File: src/rtl/fetch_unit.sv
// -----------------------------------------------------------------------------
// fetch_unit
//
// Instruction fetch front end. It issues sequential word addresses to a
// synchronous instruction memory (1-cycle read latency). Returned words go
// into a 2-entry {pc, inst} FIFO, and decode drains that FIFO with a
// valid/ready handshake. A redirect flushes everything buffered or in flight
// and restarts fetch at the new target.
//
// Optional feature:
//   FETCH_PERF_EN  adds if_fetch_cnt, a 32-bit count of accepted handshakes.
//
// Ports:
//   clk             in   1   rising-edge clock
//   rst             in   1   synchronous, active-high reset
//   imu_addr        out  16  byte fetch address (always equals pc_q)
//   imu_dout        in   32  instruction word for the previous cycle's address
//   redirect_valid  in   1   flush and restart at redirect_pc
//   redirect_pc     in   16  redirect target (low two bits ignored)
//   id_ready        in   1   decode accepts the head instruction
//   if_valid        out  1   head instruction available
//   if_pc           out  16  PC of the head instruction (0 when FIFO empty)
//   if_inst         out  32  head instruction word (0 when FIFO empty)
//   if_fetch_cnt    out  32  accepted-handshake count (FETCH_PERF_EN only)
// -----------------------------------------------------------------------------
module fetch_unit #(
  parameter logic [15:0] RESET_PC = 16'h3000
) (
  input  logic        clk,
  input  logic        rst,
  output logic [15:0] imu_addr,
  input  logic [31:0] imu_dout,
  input  logic        redirect_valid,
  input  logic [15:0] redirect_pc,
  input  logic        id_ready,
  output logic        if_valid,
  output logic [15:0] if_pc,
  output logic [31:0] if_inst
`ifdef FETCH_PERF_EN
  ,
  output logic [31:0] if_fetch_cnt
`endif
);

  // Control state
  logic [15:0] pc_q, pc_d;
  logic        inflight_q, inflight_d;
  logic [1:0]  count_q, count_d;
  logic        rd_ptr_q, rd_ptr_d;
  logic        wr_ptr_q, wr_ptr_d;

  // Data state (no reset needed: qualified by inflight_q / count_q)
  logic [15:0] inflight_pc_q, inflight_pc_d;
  logic [15:0] fifo_pc_q   [2];
  logic [15:0] fifo_pc_d   [2];
  logic [31:0] fifo_inst_q [2];
  logic [31:0] fifo_inst_d [2];

  logic        pop;
  logic        write;
  logic        issue;
  logic [2:0]  occ_after;

  assign imu_addr = pc_q;

  // The handshake is suppressed while a redirect flushes the FIFO.
  assign if_valid = (count_q != 2'd0) & ~redirect_valid;
  assign if_pc    = (count_q != 2'd0) ? fifo_pc_q[rd_ptr_q]   : 16'h0000;
  assign if_inst  = (count_q != 2'd0) ? fifo_inst_q[rd_ptr_q] : 32'h0000_0000;

  assign pop   = if_valid & id_ready;
  assign write = inflight_q & ~redirect_valid;

  // Occupancy at the end of this cycle. A new issue is allowed only if its
  // response, which lands next cycle, is guaranteed a free FIFO slot.
  assign occ_after = {1'b0, count_q} + {2'b00, inflight_q} - {2'b00, pop};
  assign issue     = ~redirect_valid & (occ_after < 3'd2);

  always_comb begin
    pc_d           = pc_q;
    inflight_d     = inflight_q;
    inflight_pc_d  = inflight_pc_q;
    count_d        = count_q;
    rd_ptr_d       = rd_ptr_q;
    wr_ptr_d       = wr_ptr_q;
    fifo_pc_d[0]   = fifo_pc_q[0];
    fifo_pc_d[1]   = fifo_pc_q[1];
    fifo_inst_d[0] = fifo_inst_q[0];
    fifo_inst_d[1] = fifo_inst_q[1];

    if (redirect_valid) begin
      // Drop the buffered entries and the in-flight response.
      pc_d       = redirect_pc & 16'hFFFC;
      inflight_d = 1'b0;
      count_d    = 2'd0;
      rd_ptr_d   = 1'b0;
      wr_ptr_d   = 1'b0;
    end else begin
      inflight_d = issue;
      if (issue) begin
        inflight_pc_d = pc_q;
        pc_d          = pc_q + 16'd4;
      end
      if (write) begin
        fifo_pc_d[wr_ptr_q]   = inflight_pc_q;
        fifo_inst_d[wr_ptr_q] = imu_dout;
        wr_ptr_d              = ~wr_ptr_q;
      end
      if (pop) begin
        rd_ptr_d = ~rd_ptr_q;
      end
      count_d = count_q + {1'b0, write} - {1'b0, pop};
    end
  end

  always_ff @(posedge clk) begin
    if (rst) begin
      pc_q       <= RESET_PC & 16'hFFFC;
      inflight_q <= 1'b0;
      count_q    <= 2'd0;
      rd_ptr_q   <= 1'b0;
      wr_ptr_q   <= 1'b0;
    end else begin
      pc_q       <= pc_d;
      inflight_q <= inflight_d;
      count_q    <= count_d;
      rd_ptr_q   <= rd_ptr_d;
      wr_ptr_q   <= wr_ptr_d;
    end
  end

  always_ff @(posedge clk) begin
    inflight_pc_q  <= inflight_pc_d;
    fifo_pc_q[0]   <= fifo_pc_d[0];
    fifo_pc_q[1]   <= fifo_pc_d[1];
    fifo_inst_q[0] <= fifo_inst_d[0];
    fifo_inst_q[1] <= fifo_inst_d[1];
  end

`ifdef FETCH_PERF_EN
  logic [31:0] fetch_cnt_q, fetch_cnt_d;

  // Counts accepted handshakes. A redirect does not clear it.
  always_comb begin
    fetch_cnt_d = fetch_cnt_q;
    if (pop) begin
      fetch_cnt_d = fetch_cnt_q + 32'd1;
    end
  end

  always_ff @(posedge clk) begin
    if (rst) begin
      fetch_cnt_q <= 32'd0;
    end else begin
      fetch_cnt_q <= fetch_cnt_d;
    end
  end

  assign if_fetch_cnt = fetch_cnt_q;
`endif

endmodule

File: config.mk
export PLATFORM = sky130hd
export DESIGN_NAME = fetch_unit
export DESIGN_NICKNAME = d
export VERILOG_FILES = /design/src/rtl/fetch_unit.sv
export SDC_FILE = /design/constraint.sdc
export NUM_CORES = 1
export LEC_CHECK = 0
export BUFFER_PORTS_ARGS = -buffer_cell sky130_fd_sc_hd__buf_2
export CORE_ASPECT_RATIO = 0.75
export CORE_UTILIZATION = 50
export CTS_BUF_LIST = sky130_fd_sc_hd__clkbuf_4
export DETAILED_ROUTE_END_ITERATION = 10
export PLACE_DENSITY = 0.79
export SLEW_MARGIN = 0
export SYNTH_ARGS = -nofsm -noshare
export SYNTH_HDL_FRONTEND = slang
export SYNTH_SLANG_ARGS = --single-unit
File: constraint.sdc
create_clock -name clk -period 6.35 [get_ports clk]
set_input_delay 0.9525 -clock clk [delete_from_list [all_inputs] [get_ports clk]]
set_output_delay 0.9525 -clock clk [all_outputs]
set_load 0.01 [all_outputs]
Word-level counts from Yosys, hierarchy flattened
Memory sizes are Yosys's and may differ from the RTL's. A register that Yosys moved wholly into a read port is not among the register bits. Index checks and enable logic that the tools add are counted.

Register bits after elaboration: 37. Bits in writable memories: 96. Input bits: 52. Output and inout port bits: 65. Word-level logic and storage cells: 48. Memories: 2.

Memories: fifo_inst_q (depth 2, bits a word 32, read ports 3, clocked after memory_dff 1, write ports 2, line 56) `logic [31:0] fifo_inst_q [2];`; fifo_pc_q (depth 2, bits a word 16, read ports 3, clocked after memory_dff 1, write ports 2, line 54) `logic [15:0] fifo_pc_q [2];`.

Add/sub/neg operators: 5. $lt $le $gt $ge: 3. Mux-type cells: 18. Bitwise gates (word level): 8. Reductions and logical operators: 5.

Operators by type and width (count): $mux W32 (4); $mux W64 (2); $bwmux W64 (1); $mux W16 (4); $bwmux W32 (1); $demux W32 S1 (1); $add A16 B3 Y16 const B (1); $demux W16 S1 (1); $and A1 B1 Y1 (4); $mux W1 (4); $reduce_bool A2 Y1 (2); $add A2 B1 Y3 (1); $lt A3 B2 Y1 const B (1); $not A1 Y1 (3); $sub A3 B1 Y3 (1); $add A2 B1 Y2 (1); $ge A2 B2 Y1 const B (1); $lt A2 B1 Y1 const B (1); $not A1 Y2 (1); $reduce_and A2 Y1 (1); $reduce_or A2 Y1 (1); $sub A2 B1 Y2 (1); $logic_and A1 B1 Y1 (1).

Depth between registers and ports, before layout
Gate-level depths: netlist of run 1.

Word-level depth: 8. Gate-level depth with buffers: 9. Depth with buffers taken out: 8.

Worst setup path before layout of run 1
Ideal clock, no wire load.

Path type: in2reg. From: in redirect_valid. To: mem fifo_inst_q[0][0] (enable). Library setup time: 516 ps. Arrival time: 4727 ps. Path slack: 1107 ps. Stages on the path: 3. Path buffers: 2. Cell sequence: buf_2 -> buf_1 -> nor3b_1.

RTL lines: start, declared (line 33) `input logic redirect_valid,`; end, declared (line 56).

Worst setup path in the final report of run 1
From: in redirect_valid. To: reg inflight_pc_q[5] (enable).

Cells in the longest elaborated chain, start to end: 7.

RTL lines: $not A1 Y1 (no source line) *; $and A1 B1 Y1 (line 67) `assign if_valid = (count_q != 2'd0) & ~redirect_valid;`; $and A1 B1 Y1 (line 71) `assign pop = if_valid & id_ready;`; $sub A3 B1 Y3 (line 76) `assign occ_after = {1'b0, count_q} + {2'b00, inflight_q} - {2'b00, pop};`; $lt A3 B2 Y1 (line 77) `assign issue = ~redirect_valid & (occ_after < 3'd2);`; $and A1 B1 Y1 * (line 77); net issue (line 61) `logic issue;`; $reduce_and A2 Y1 (no source line) *; end signal, assigned (line 133) `inflight_pc_q <= inflight_pc_d;`; end, declared (line 53) `logic [15:0] inflight_pc_q, inflight_pc_d;`.

Mark *: on every way through the listed nets, which the timed path passes. The rest lies on a longest branch. A chain may end at the register's enable or synchronous reset.

==> reports/results.tsv, run 1 <==
metric	value	unit
status	finished, final reports clean	
clk_pin_slew	120	ps
grt_pass1_vias	2915	
yosys.area.top_type	edfxtp_1	
synth_area	0.00511	mm2
grt_max_degree	48	
cp-start-kind	input pin	
timing.final.crit_share	56.8	%
wl_per_cell	15.5	um
avgSynthCellArea	14.5	um2
yosys_most_used_dff	edfxtp_1	
cts_made_buffers	17	
antenna_found_initial	1	
io_pins	117	
critPathMaxFanout	24	
cts-htree-levels	4	
worst_pin_slew	1140	ps
fp.dieW	119	um
io_buffers	110	
p_leak	2.28	nW
die_h	89.6	um
syn_to_final_growth	19.2	%
finalHoldViolations	0	
core_area	0.00977	mm2
max_freq	277	MHz
track_usage	18.3	%
cts_tree	done	
max-cap-violations	0	
grt-ovfl-total	0	
drc	0	
hp-class	flip-flop to flip-flop	
rsz0062_at_grt	false	
synthCells	352	
start_util	52.3	%
yosysMostFrequentCell	edfxtp_1	
crit_required	6540	ps
grt_pass1_wl	14.5	mm
finalCriticalPeriod	3610	ps
drtIter0Drc	157	
ys_top_cells_by_count	edfxtp_1, nor2_1, mux2i_1, dfxtp_1, nor3_1	
ctsHoldBuffers	0	
crit_path_end_kind	flip-flop	
wl	9.45	mm
clock-sinks	126	
layout-drive-gt1-share	32.0	%
num_vias	3168	
synth_cell_types	43	
fillers	772	
rows	31	
first_pass_iters	5	
slew_violations	0	
place_congestion	0.751	
cts-resized-gates	0	
cts_setup_buffers	0	
powerDensity	277	mW/mm2
path_class	input pin to flip-flop	
synth_edf_count	106	
dieArea	0.0106	mm2
final_area	0.00609	mm2
cts_root_buffer	clkbuf_4	
multiInputGateArea	0.00141	mm2
async_flop_share	0	%
skew	14.5	ps
clockBufferDepth	2	
seq_area_frac_synth	70.1	%
vias_per_cell	5.18	
yosys_warnings	0	
hpwl	5.99	mm
clk_latency	490	ps
synth_top_area_share	62.3	%
fin_tns_setup	0	ps
fin_nets	521	
post_dp_cell_area	0.00575	mm2
vdd_ir_drop_max	0.108	mV
setup_viol	0	
cp.arrival	3800	ps
ant_nets	0	
synth.area.top_cells	edfxtp_1, mux2i_1, dfxtp_1, nor2_1, nor3_1	
synth-seq-cells	126	
slew_headroom	23.8	%
register_area	0.00358	mm2
## report_power, final
group	internal [mW]	switching, mW
Sequential	0.926	0.0184
Combinational	0.0394	0.0556
Clock	0.352	0.294
## area by class of cell
type	instances	area share [%]
flip-flops and latches	126	58.8
well taps	132	2.71
clock inverters	14	3.55
repair buffers	114	9.53
clock buffers	17	2.09
inverters	2	0.123
multi-input cells	205	23.1
diodes	1	0.0411
## layout by cell type, fill, tap and decap left out, types with 2 or more instances in the layout
cell and count:
buf_2 110, ha_1 2, inv_1 2, clkinv_4 3, and3_1 2, and2_1 3, xor2_1 8, buf_4 4
nor3b_1 3, mux2i_1 46, clkinv_1 2, nand3_1 7, a311oi_1 3, and4_1 2, o21ai_0 3, nor3_1 14
conb_1 4, nor2_1 62, or3_1 2, nor4bb_1 2, dfxtp_1 19, xnor2_1 5, edfxtp_1 106, nand2_1 7
a211oi_1 7, clkbuf_4 17, bufinv_16 5, nand4_1 4
## flip-flops by register name, summed over array words and instances, names as in the netlist, named ones only
register	cells
fifo_inst_q	64
fifo_pc_q	28
imu_addr	14
inflight_pc_q	14
count_q	2
inflight_q	1
rd_ptr_q	1
wr_ptr_q	1
## cells by family after synthesis
logic type,Yosys count,share of synthesized area (%)
AO/OA/AOI/OAI,22,3.50
buffers and inverters,24,2.82
XOR/XNOR,14,2.77
flip-flops,126,70.1
multiplexers,47,9.23
adder cells (fa/ha/maj),3,0.881
AND/OR/NAND/NOR,115,10.6
other,1,0.0734
## metal layers
metal,up-vias,track usage (%),part of all wire [%]
met2,119,30.9,49
li1,1538,-,-
met1,1500,22.7,43
met5,-,0,0
met3,11,6.06,7.0
met4,0,5.87,1.1
## final timing paths
| kind | depth (start not counted) | startpoint | endpoint | slack [ps] |
|---|---|---|---|---|
| min | 0 | inflight_pc_q[9] | fifo_pc_q[0][9] | 440 |
| max | 9 | redirect_valid | inflight_pc_q[5] | 2740 |
| max reg2reg | 7 | count_q[1] | inflight_pc_q[5] | 2910 |
| min reg2reg | 0 | inflight_pc_q[9] | fifo_pc_q[0][9] | 440 |
## metrics by stage
stage	hold slack (ps)	setup slack, ps	total power [mW]	instances	util [%]
5_1_grt	444	2600	1.74	611	62.3
4_1_cts	438	2820	1.69	610	62.3
6_report	440	2740	1.68	611	62.3
3_3_place_gp	424	2360	1.05	579	58.8
3_5_place_dp	430	2280	1.06	579	58.8
2_1_floorplan	421	1110	1.01	355	-
## critical path: stages
cell and delay, ps:
buf_2 360, inv_1 440, a21boi_0 270, o21ai_0 120, fa_1 520, xnor2_4 320
nand2_1 220, nor2_1 300, buf_4 280
No activity file was read; power rests on OpenSTA's default activity.
==> inputs of run 2 (changes only) <==
- ABC_AREA: default -> 1
- PLACE_DENSITY: 0.79 -> 0.82
- clock period: 6.35 -> 3.1 ns (I/O delays scaled with it)
==> reports/results.tsv, run 2 <==
metric	value	unit
synth-seq-cells	126	
r2r-end	imu_addr[10]	
hold_depth	1	
yosys.area.top_type	edfxtp_1	
cts_made_buffers	17	
worst_r2r_path_depth	11	
wl_met3	889	um
clockBufferDepth	2	
top_register	fifo_inst_q	
placed_cells	706	
ctsHoldBuffers	0	
max-cap-violations	0	
worst_pin_slew	819	ps
power.switching	726	uW
async_flop_share	0	%
crit_required	3540	ps
io_pins	117	
synthCells	476	
core_area	0.00981	mm2
cts_setup_buffers	0	
yosys_most_used_dff	edfxtp_1	
vdd_ir_drop_max	0.287	mV
place_congestion	0.898	
crit_path_end_kind	flip-flop	
rrSetupSlack	590	ps
synth_edf_count	106	
p_leak	2.57	nW
slew_violations	0	
drtIter0Drc	298	
seq_area_frac_synth	69.6	%
fillers	806	
ant_nets	0	
p_int	2.43	mW
powerDensity	516	mW/mm2
drc	0	
fp.dieW	119	um
wl	10.6	mm
timing.final.crit_share	81.0	%
rows	31	
path_class	flip-flop to flip-flop	
yosysMostFrequentCell	nand2_1	
cts_tree	done	
top_layer_used	met4	
grt-ovfl-total	0	
register_area	0.00358	mm2
grt_pass1_vias	3641	
fin_nets	648	
worstHoldStart	imu_dout[16]	
avgSynthCellArea	10.8	um2
io_buffers	110	
status	finished, final reports clean	
cts-htree-levels	4	
synth_cell_types	28	
dieArea	0.0107	mm2
hpwl	7.03	mm
synth.area.top_cells	edfxtp_1, nand2_1, dfxtp_1, a21oi_1, nand3_1	
reg.largest.list	fifo_inst_q (64), fifo_pc_q (28)	
final_common_cell	nand2_1	
multiInputGateArea	0.00137	mm2
first_pass_iters	5	
finalCriticalPeriod	2510	ps
p_sw_share	23.0	%
num_vias	3780	
wl_met1	4.65	mm
layout-drive-gt1-share	26.6	%
synth_area	0.00515	mm2
clock-sinks	126	
start_util	52.5	%
yosys_warnings	0	
grt_max_degree	48	
ys_top_cells_by_count	nand2_1, edfxtp_1, a21oi_1, inv_1, nand3_1	
vias_per_cell	5.12	
clk_latency	490	ps
power_frac_clock	32.6	%
rsz0062_at_grt	false	
wl_per_cell	14.4	um
finalHoldViolations	0	
skew	15.3	ps
pwr-share-seq	61.3	%
critPathMaxFanout	9	
die_h	89.9	um
wl_met2	5.03	mm
largest_reg_flops	64	
p_total	3.15	mW
track_usage	20.8	%
p_comb_share	6.1	%
cp-start-kind	flip-flop	
clk_pin_slew	110	ps
final_cell_mix	nand2_1, buf_2, edfxtp_1	
synth_top_area_share	61.8	%
regToRegStartpoint	count_q[1]	
cp.arrival	2950	ps
fin_tns_setup	0	ps
antenna_found_initial	0	
cts-resized-gates	0	
hp-class	input pin to flip-flop	
grt_pass1_wl	17.1	mm
fin_cells	738	
antenna_cells	0	
hold-path-endpoint	fifo_inst_q[1][16]	
slew_headroom	45.3	%
max_freq	398	MHz
cts_root_buffer	clkbuf_4	
setup_viol	0	
syn_to_final_growth	18.7	%
-- run 2: cells by family (layout without fill, tap and decap cells) --
| kind of cell | Yosys count | in the layout | share of synthesized area (%) |
|---|---|---|---|
| buffers and inverters | 52 | 179 | 4.52 |
| AOI/OAI and AO/OA | 66 | 66 | 6.51 |
| and+or+nand+nor | 225 | 225 | 17.9 |
| xor gates and xnor gates | 3 | 3 | 0.510 |
| DFF | 126 | 126 | 69.6 |
| adders and majority gates | 3 | 3 | 0.875 |
| other | 1 | 4 | 0.0728 |
-- run 2: metal layers --
metal  global-route usage, %  vias up
met1                    26.4     1758
met4                    5.49        0
met3                    6.66       10
li1                        -     1845
met5                       0        -
met2                    34.4      167
-- run 2: area by class of cell --
cell class                 instances  area share (%)
sequential                       126            58.6
clock buffer                      17            2.09
timing repair buffer             117            10.3
inverter                          30            1.84
clock inverter                    15            2.11
multi-input combinational        301            22.4
tap                              132            2.70
-- run 2: worst max path at each step --
stage | start | endpoint | slack (ps)
6_report | count_q[1] | imu_addr[10] | 590
5_1_grt | count_q[1] | imu_addr[10] | 400
4_1_cts | count_q[1] | imu_addr[10] | 590
3_5_place_dp | id_ready | imu_addr[10] | 530
3_3_place_gp | id_ready | inflight_pc_q[13] | 560
2_1_floorplan | redirect_valid | fifo_inst_q[1][0] | 570
-- run 2: worst max-delay path: stages (launching register included) --
cell and delay [ps]:
dfxtp_1 510, nor2_4 70, nor3_2 210, nand2_1 110, nand2_1 80, nand2_1 60, fa_1 540, nand3_4 160
nor2_4 240, buf_4 220, nand3_1 110, a21oi_1 150
-- run 2: power groups by stage --
stage | combinational [mW] | clock (mW) | sequential [mW]
floorplan | 0.102 | 0 | 1.96
CTS | 0.193 | 1.05 | 1.93
detailed placement | 0.191 | 0 | 1.97
global placement | 0.183 | 0 | 1.97
finish | 0.192 | 1.03 | 1.93
global route | 0.213 | 1.13 | 1.94
-- run 2: per-stage QoR --
stage                     hold slack, ps  area [um2]  utilization, %  worst slack (ps)
after floorplan                      421        5170               -               575
after global placement               425        5860            59.7               560
after detailed placement             434        5860            59.7               533
after CTS                            108        6110            62.3               586
after global routing                99.6        6110            62.3               400
final                                151        6110            62.3               588
==> inputs of run 3 (changes only) <==
- PLACE_DENSITY: 0.82 -> 0.79
- clock period: 3.1 -> 2.35 ns (I/O delays scaled with it)
==> reports/results.tsv, run 3 (synthesis gave the netlist of run 2 again) <==
metric	value	unit
status	finished, final reports clean	
setup_slack	105	ps
largest_reg_flops	64	
cts-htree-levels	4	
antenna_cells	0	
p_leak	2.72	nW
slew_headroom	64.3	%
cts_tree	done	
final_cell_mix	nand2_1, buf_2, edfxtp_1	
hpwl	6.82	mm
drtIter0Drc	239	
finalCriticalPeriod	2250	ps
crit_slowest_cell	dfxtp_4	
die_h	89.9	um
critPathMaxFanout	27	
start_util	52.5	%
crit_required	2000	ps
max-cap-violations	0	
placed_cells	709	
antenna_found_initial	0	
wl	10.9	mm
syn_to_final_growth	25.5	%
max_freq	445	MHz
clock-sinks	126	
r2r-end	inflight_pc_q[2]	
io_pins	117	
track_usage	20.9	%
first_pass_iters	5	
place_congestion	0.874	
dieArea	0.0107	mm2
grt_pass1_vias	3697	
cpLargestDelayFamily	flip-flops	
grt_pass1_wl	17.3	mm
powerDensity	646	mW/mm2
fp.dieW	119	um
skew	14.2	ps
clk_latency	510	ps
grt-ovfl-total	0	
worst-path-buf-inv	2	
p_total	4.17	mW
slew_violations	0	
wl_per_cell	14.2	um
worst_r2r_path_depth	11	
fin_nets	680	
top_register	fifo_inst_q	
vias_per_cell	4.99	
cp-endpoint	if_inst[2]	
fin_cells	770	
num_vias	3845	
path_depth	4	
fin_tns_setup	0	ps
cts_made_buffers	17	
cp.arrival	1890	ps
dp_slack	49.1	ps
final_area	0.00646	mm2
finalHoldViolations	0	
hp-class	input pin to flip-flop	
io_buffers	110	
path_class	flip-flop to output port	
clk_pin_slew	110	ps
timing.final.crit_share	95.6	%
grt_max_degree	48	
post_dp_cell_area	0.00591	mm2
slowest_delay	530	ps
rrSetupSlack	120	ps
cts_root_buffer	clkbuf_4	
path_cells	buf_4 > nand2_1 > a21oi_1 > buf_2	
cp-start-kind	flip-flop	
ant_nets	0	
reg.largest.list	fifo_inst_q (64), fifo_pc_q (28)	
clockBufferDepth	2	
final_common_cell	nand2_1	
layout-drive-gt1-share	27.0	%
setup_viol	0	
drc	0	
core_area	0.00981	mm2
vdd_ir_drop_max	0.500	mV
crit_path_end_kind	output port	
worst_pin_slew	536	ps
regToRegStartpoint	count_q[1]	
rows	31	
[run 3: cell types whose count changed in the layout (fill, tap and decap cells not counted), sizes merged]
cell	delta
dlygate4sd3	+25
buf	+6
clkinv	-4
inv	+4
bufinv	-1
clkbuf	+1
clkinvlp	+1
[run 3: final cells by class]
| type | count | area, um2 |
|---|---|---|
| timing repair buffer | 149 | 973 |
| fill | 737 | 3350 |
| inverter | 30 | 118 |
| clock buffer | 17 | 128 |
| sequential | 126 | 3590 |
| tap | 132 | 165 |
| multi-input combinational | 301 | 1370 |
| clock inverter | 15 | 120 |
[run 3: repair_timing]
item | 4_1_cts | 5_1_grt
pin swaps | 0 | 2
endpoints found under the setup margin | 3 | 14
resized for setup | 1 | 5
hold buffers | 25 | 0
cloned | 0 | 1
hold endpoints to repair | 50 | 0
setup buffers | 0 | 3
[run 3: metal layers]
layer	up-vias	routed length [um]	part of all wire (%)	global-route usage (%)
met1	1771	4860	44	26.7
met5	-	0	0	0
met4	0	120	1.1	7.59
met3	15	778	7.1	4.82
li1	1914	-	-	-
met2	145	5190	47	34.8
[run 3: through the flow]
| stage | hold slack, ps | util (%) |
|---|---|---|
| 6_report | 43.7 | 65.8 |
| 5_1_grt | 4.24 | 65.8 |
| 4_1_cts | 0.0962 | 65.3 |
| 3_5_place_dp | 431 | 60.2 |
| 3_3_place_gp | 427 | 60.2 |
| 2_1_floorplan | 421 | - |
[run 3: report_power, final]
group / switching [mW] / total, mW / leakage, nW / internal [mW]
Clock: 0.807 / 1.33 / 0.134 / 0.520
Combinational: 0.164 / 0.298 / 1.45 / 0.135
Sequential: 0.0499 / 2.55 / 1.14 / 2.50
Total: 1.02 / 4.17 / 2.72 / 3.15
[run 3: how the worst min path moves through the flow]
stage	startpoint	to	slack, ps	cells past startpoint
after CTS	imu_dout[1]	fifo_inst_q[0][1]	0.1	1
after floorplan	inflight_pc_q[10]	fifo_pc_q[0][10]	420	0
after global routing	imu_dout[9]	fifo_inst_q[1][9]	4	1
final	imu_dout[9]	fifo_inst_q[1][9]	40	1
after detailed placement	inflight_pc_q[5]	fifo_pc_q[1][5]	430	0
after global placement	inflight_pc_q[11]	fifo_pc_q[0][11]	430	0
[run 3: worst reg2reg max path: cells and delay by family (launching register included)]
family        cells  cell delay [ps]
fa+ha+maj         1              530
simple gates      7              680
flops             1              360
buf+inv           3              380
